[config.mk]
export PLATFORM = sky130hd
export DESIGN_NAME = if_fetch
export DESIGN_NICKNAME = d
export VERILOG_FILES = /design/src/rtl/if_fetch.sv
export SDC_FILE = /design/constraint.sdc
export NUM_CORES = 1
export LEC_CHECK = 0
export CORE_MARGIN = 4
export CORE_UTILIZATION = 30
export DETAILED_ROUTE_END_ITERATION = 16
export GPL_TIMING_DRIVEN = 0
export PLACE_DENSITY = 0.5
export SLEW_MARGIN = 5
export SYNTH_ARGS = -nofsm -noshare
export SYNTH_HDL_FRONTEND = slang
export SYNTH_SLANG_ARGS = --single-unit
[constraint.sdc]
create_clock -name CLK -period 7.3 [get_ports CLK]
set_clock_uncertainty 0.1 [all_clocks]
set_input_delay 1.46 -clock CLK [delete_from_list [all_inputs] [get_ports CLK]]
set_output_delay 1.46 -clock CLK [all_outputs]
set_load 0.005 [all_outputs]
[src/rtl/if_fetch.sv]
// Instruction-fetch stage: owns the fetch PC, issues imem reads and
// buffers returned words in a small prefetch FIFO for the ID stage.
module if_fetch #(
    parameter logic [31:0] RESET_PC = 32'h0,
    parameter logic [31:0] PC_STEP  = 32'd1,
    parameter int          DEPTH    = 2
) (
    input  logic        CLK,
    input  logic        RST,
    input  logic        W_PC,
    input  logic        S_MXPC,
    input  logic [31:0] target,
    input  logic        id_ready,
    output logic        imem_req,
    output logic [31:0] imem_addr,
    input  logic        imem_ack,
    input  logic [31:0] imem_rdata,
    output logic [31:0] instruction,
    output logic [31:0] WPC,
    output logic        inst_valid
);

    localparam int PW = $clog2(DEPTH);
    localparam int CW = $clog2(DEPTH + 1);

    localparam logic [1:0] S_IDLE = 2'd0;
    localparam logic [1:0] S_WAIT = 2'd1;
    localparam logic [1:0] S_DROP = 2'd2;

    logic [1:0]    r_state;
    logic [31:0]   r_fetch_pc;
    logic          r_req;
    logic [31:0]   r_addr;
    logic [CW-1:0] r_count;
    logic [PW-1:0] r_rd;
    logic [PW-1:0] r_wr;
    logic [31:0]   r_word [DEPTH];
    logic [31:0]   r_wpc  [DEPTH];

    logic          w_redirect;
    logic          w_pop;
    logic          w_push;
    logic [31:0]   w_after_pop;
    logic          w_issue_ok;
    logic          w_chain_ok;
    logic [31:0]   w_next_pc;

    assign inst_valid  = (r_count != '0);
    assign w_redirect  = W_PC & S_MXPC;
    assign w_pop       = inst_valid & id_ready;
    assign w_push      = (r_state == S_WAIT) & imem_ack & ~w_redirect;
    assign w_after_pop = 32'(r_count) - {31'b0, w_pop};
    // A slot is reserved at issue time, so a push can never overflow.
    assign w_issue_ok  = w_after_pop < 32'(DEPTH);
    assign w_chain_ok  = (w_after_pop + 32'd1) < 32'(DEPTH);
    assign w_next_pc   = r_fetch_pc + PC_STEP;

    always_ff @(posedge CLK) begin
        if (RST) begin
            r_state    <= S_IDLE;
            r_fetch_pc <= RESET_PC;
            r_req      <= 1'b0;
            r_addr     <= RESET_PC;
            r_count    <= '0;
            r_rd       <= '0;
            r_wr       <= '0;
        end else begin
            if (w_redirect) begin
                r_count    <= '0;
                r_rd       <= '0;
                r_wr       <= '0;
                r_fetch_pc <= target;
            end else begin
                r_count <= CW'(w_after_pop + {31'b0, w_push});
                if (w_pop)
                    r_rd <= r_rd + 1'b1;
                if (w_push) begin
                    r_wr       <= r_wr + 1'b1;
                    r_fetch_pc <= w_next_pc;
                end
            end

            case (r_state)
                S_IDLE: begin
                    if (!w_redirect && w_issue_ok) begin
                        r_state <= S_WAIT;
                        r_req   <= 1'b1;
                        r_addr  <= r_fetch_pc;
                    end
                end
                S_WAIT: begin
                    if (imem_ack) begin
                        if (!w_redirect && w_chain_ok) begin
                            r_addr <= w_next_pc;
                        end else begin
                            r_state <= S_IDLE;
                            r_req   <= 1'b0;
                        end
                    end else if (w_redirect) begin
                        // Request stays up; its data is thrown away.
                        r_state <= S_DROP;
                    end
                end
                S_DROP: begin
                    if (imem_ack) begin
                        r_state <= S_IDLE;
                        r_req   <= 1'b0;
                    end
                end
                default: begin
                    r_state <= S_IDLE;
                    r_req   <= 1'b0;
                end
            endcase
        end
    end

    always_ff @(posedge CLK) begin
        if (!RST && w_push) begin
            r_word[r_wr] <= imem_rdata;
            r_wpc[r_wr]  <= r_addr + PC_STEP;
        end
    end

    assign imem_req    = r_req;
    assign imem_addr   = r_addr;
    assign instruction = inst_valid ? r_word[r_rd] : 32'h0;
    assign WPC         = inst_valid ? r_wpc[r_rd]  : 32'h0;

endmodule

==> impl_results.md <==
* WHS Path Cells at 1
* Clock insertion delay at the later pin of the skew report at 0.43 ns
* Routed WL per cell at 17.3 um
* Per-cell via count in the routed design at 4.64
* Combined global-route utilization of all metal layers at 14.5%
* Residual DRC count at 0
* Tcrit/Tclk final at 60.8%
* Worst reg2reg path endpoint: imem_addr[8]$_SDFFE_PP0P_
* WP data required at 7.48 ns
* Cell taking the most area after synthesis: edfxtp_1
* Initial antenna violation count at 0
* Final global-route overflow total at 0
* Maximum fanout encountered on the critical timing path at 10
* Count of yosys warnings during synthesis at 0
* Critical path type: input pin to flip-flop
* Post-layout util at 39.7%
* Power Density at 241 nW/um^2
* Worst hold path startpoint: imem_req$_SDFFE_PP0P_
* Worst IR Drop VDD at 165 uV
* Via count of the first global-routing pass at 6549
* Number of clock sinks seen by CTS at 200
* Power, Total at 2.93 mW
* Die area at 33700 sq um
* Maximum number of pins on one net before global-route repair at 47
* Period minus WS final at 4.44 ns
* Die height at 184 um
* Antenna-violating nets left at 0
* Die X-Extent at 184 um
* Netlist area before placement at 9260 sq um
* Crit path launch type: input pin
* Initial standard-cell utilization of the core at 30.3%
* Most common cell in the synthesized netlist: nor2_1
* Worst reg2reg setup slack at 3.84 ns
* Signed area change from the synthesized netlist to the final layout at 30.9%
* Sequential area share after synthesis at 57.1%
* Leading cell types by count after synthesis: 154 x nor2_1, 128 x edfxtp_1, 72 x dfxtp_1
* Number of top-level pins at 168
* Number of unique standard cell types used by synthesis at 56
* Cell types with the largest area share after synthesis: edfxtp_1 42%, dfxtp_1 16%, mux2i_1 6.9%
* Crit Reg-Reg Startpoint: r_count[1]$_SDFF_PP0_
* CTS clock-pin slew for the worst setup and hold paths at 0.08 ns
* First-pass GRT wire length at 37800 um
* Routability congestion estimate at 0.875
* Count of cells resized by post-cts repair at 0
* Share of flip-flops with an asynchronous set or reset after synthesis at 0%
* Post-synthesis average cell area at 11.4 sq um
* RSZ-0062 raised after global routing: no
* Final number of max-transition violations at 0
* DR vias at 6574
* Pin slew with the least headroom to its limit at 0.940 ns
* Post-synth top flop: edfxtp_1
* Count of H-tree levels built during CTS at 4
* Flop and latch count out of synthesis at 200
* Net count after synthesis at 892
* Min-Delay Path Class: flip-flop to flip-flop
* Category of the worst setup path capture point: flip-flop
* Number of nets at the end of the flow at 1085
* Placeable Area at 30500 sq um
* Worst hold path endpoint: imem_req$_SDFFE_PP0P_
* WL final at 24500 um
* Initial DRC count at 305
* Fraction of layout cells with a size suffix above 1 at 7.93%
* Pre-antenna DRT Iters at 4
* Endpoint arrival time on the critical path at 4.62 ns
* Cell at the root of the clock tree: clkbuf_16
* CTS Hold Buffers Added at 0
* Fraction of post-synthesis cell area in the top cell type by area at 41.5%
* TritonCTS clock tree: built
* Leakage power total at 3.91 nW
* Run status: finished, final reports clean
* Length in cells of the worst reg-to-reg path at 12
* Max Root-Sink Buffers at 2
* Detailed placement HPWL at 18900 um
* Max Cap Violations at 0
* Tightest slew margin relative to the limit at 36.8%
* Number of buffers added by the clock tree synthesis step at 17
* Gate count after technology mapping at 815
* Final setup violation count at 0
* Count of standard-cell rows at 64
* Number of synthesized flops with an enable pin at 128
* Highest clock rate at 0.225 GHz
* Final Hold Vio Count at 0
* Number of buffers added on ports at 166
* Total setup buffers inserted after CTS at 0
* Count of antenna diodes in the layout at 0
[state kept, by name, indices dropped and copies added, names as in the netlist, named ones only]
signal      count
imem_addr      32
imem_req        1
r_count         2
r_fetch_pc     32
r_rd            1
r_state         2
r_word         64
r_wpc          64
r_wr            1
[layout make-up]
cell class	instances	area, sq um
Timing Repair Buffer	174	1780
Clock buffer	18	429
Multi-Input combinational cell	556	3670
Fill cell	3022	18400
Inverter	10	37.5
Sequential cell	200	5290
Buffer	49	272
Tap cell	396	495
Clock inverter	14	155
[worst max-delay path by stage]
stage,start,end,slack (ns),depth (start not counted)
global placement,W_PC,r_word[0][11]$_DFFE_PP_,-3.27,5
detailed placement,id_ready,imem_addr[8]$_SDFFE_PP0P_,2.39,12
floorplan,imem_ack,r_word[0][0]$_DFFE_PP_,0.27,4
finish,id_ready,imem_addr[8]$_SDFFE_PP0P_,2.86,12
global route,id_ready,imem_addr[3]$_SDFFE_PP0P_,2.65,12
CTS,id_ready,imem_addr[8]$_SDFFE_PP0P_,2.85,12
[report_power, final]
| part | switching, mW | internal, mW | total [mW] |
|---|---|---|---|
| combinational | 0.302 | 0.310 | 0.612 |
| clock | 0.446 | 0.489 | 0.935 |
| sequential | 0.0868 | 1.29 | 1.38 |
| total | 0.834 | 2.09 | 2.93 |
[layer usage]
metal / up-vias / GRT usage, % / part of all wire, %
li1: 3315 / - / -
met1: 3052 / 20.1 / 47
met2: 187 / 23.3 / 46
met3: 20 / 2.93 / 5.9
met4: 0 / 3.81 / 1.8
met5: - / 0 / 0
[critical path, stage by stage]
cell and delay [ns]:
clkdlybuf4s50_1 0.43, nor2b_1 0.17, ha_1 0.22, ha_1 0.37
inv_1 0.10, ha_1 0.21, a211o_1 0.22, a21oi_1 0.36
a21o_1 0.21, buf_2 0.22, buf_1 0.48, a211oi_1 0.15
[cell families (layout without fill, tap and decap cells)]
group / count (synthesis) / in the layout / share of synthesized area (%)
buffers and inverters: 59 / 265 / 3.34
adder cells (fa/ha/maj): 7 / 7 / 0.946
multiplexers: 64 / 64 / 6.92
AND/OR/NAND/NOR: 314 / 314 / 16.8
flip-flops: 200 / 200 / 57.1
XOR/XNOR: 89 / 89 / 8.42
AO/OA/AOI/OAI: 82 / 82 / 6.45
[layout by cell type (no fill, tap or decap), drive strengths merged, types with 24 or more instances in the layout]
cell and instances:
mux2i 64, nand3 26, nand4 24, clkdlybuf4s50 166, dfxtp 72, xor2 38
xnor2 51, edfxtp 128, clkbuf 51, a211oi 53, nor2 156, nand2 39
[per-stage QoR]
stage	hold slack, ns	setup TNS, ns	cells	instance area, sq um	setup WS (ns)
6_report	0.417	0	1417	12100	2.86
5_1_grt	0.439	0	1417	12100	2.65
4_1_cts	0.421	0	1417	12100	2.85
3_5_place_dp	0.395	0	1385	11500	2.39
3_3_place_gp	0.394	-209.02	1377	11400	-3.27
2_1_floorplan	0.381	0	815	9260	0.273
Power figures use the tool's default switching activity.
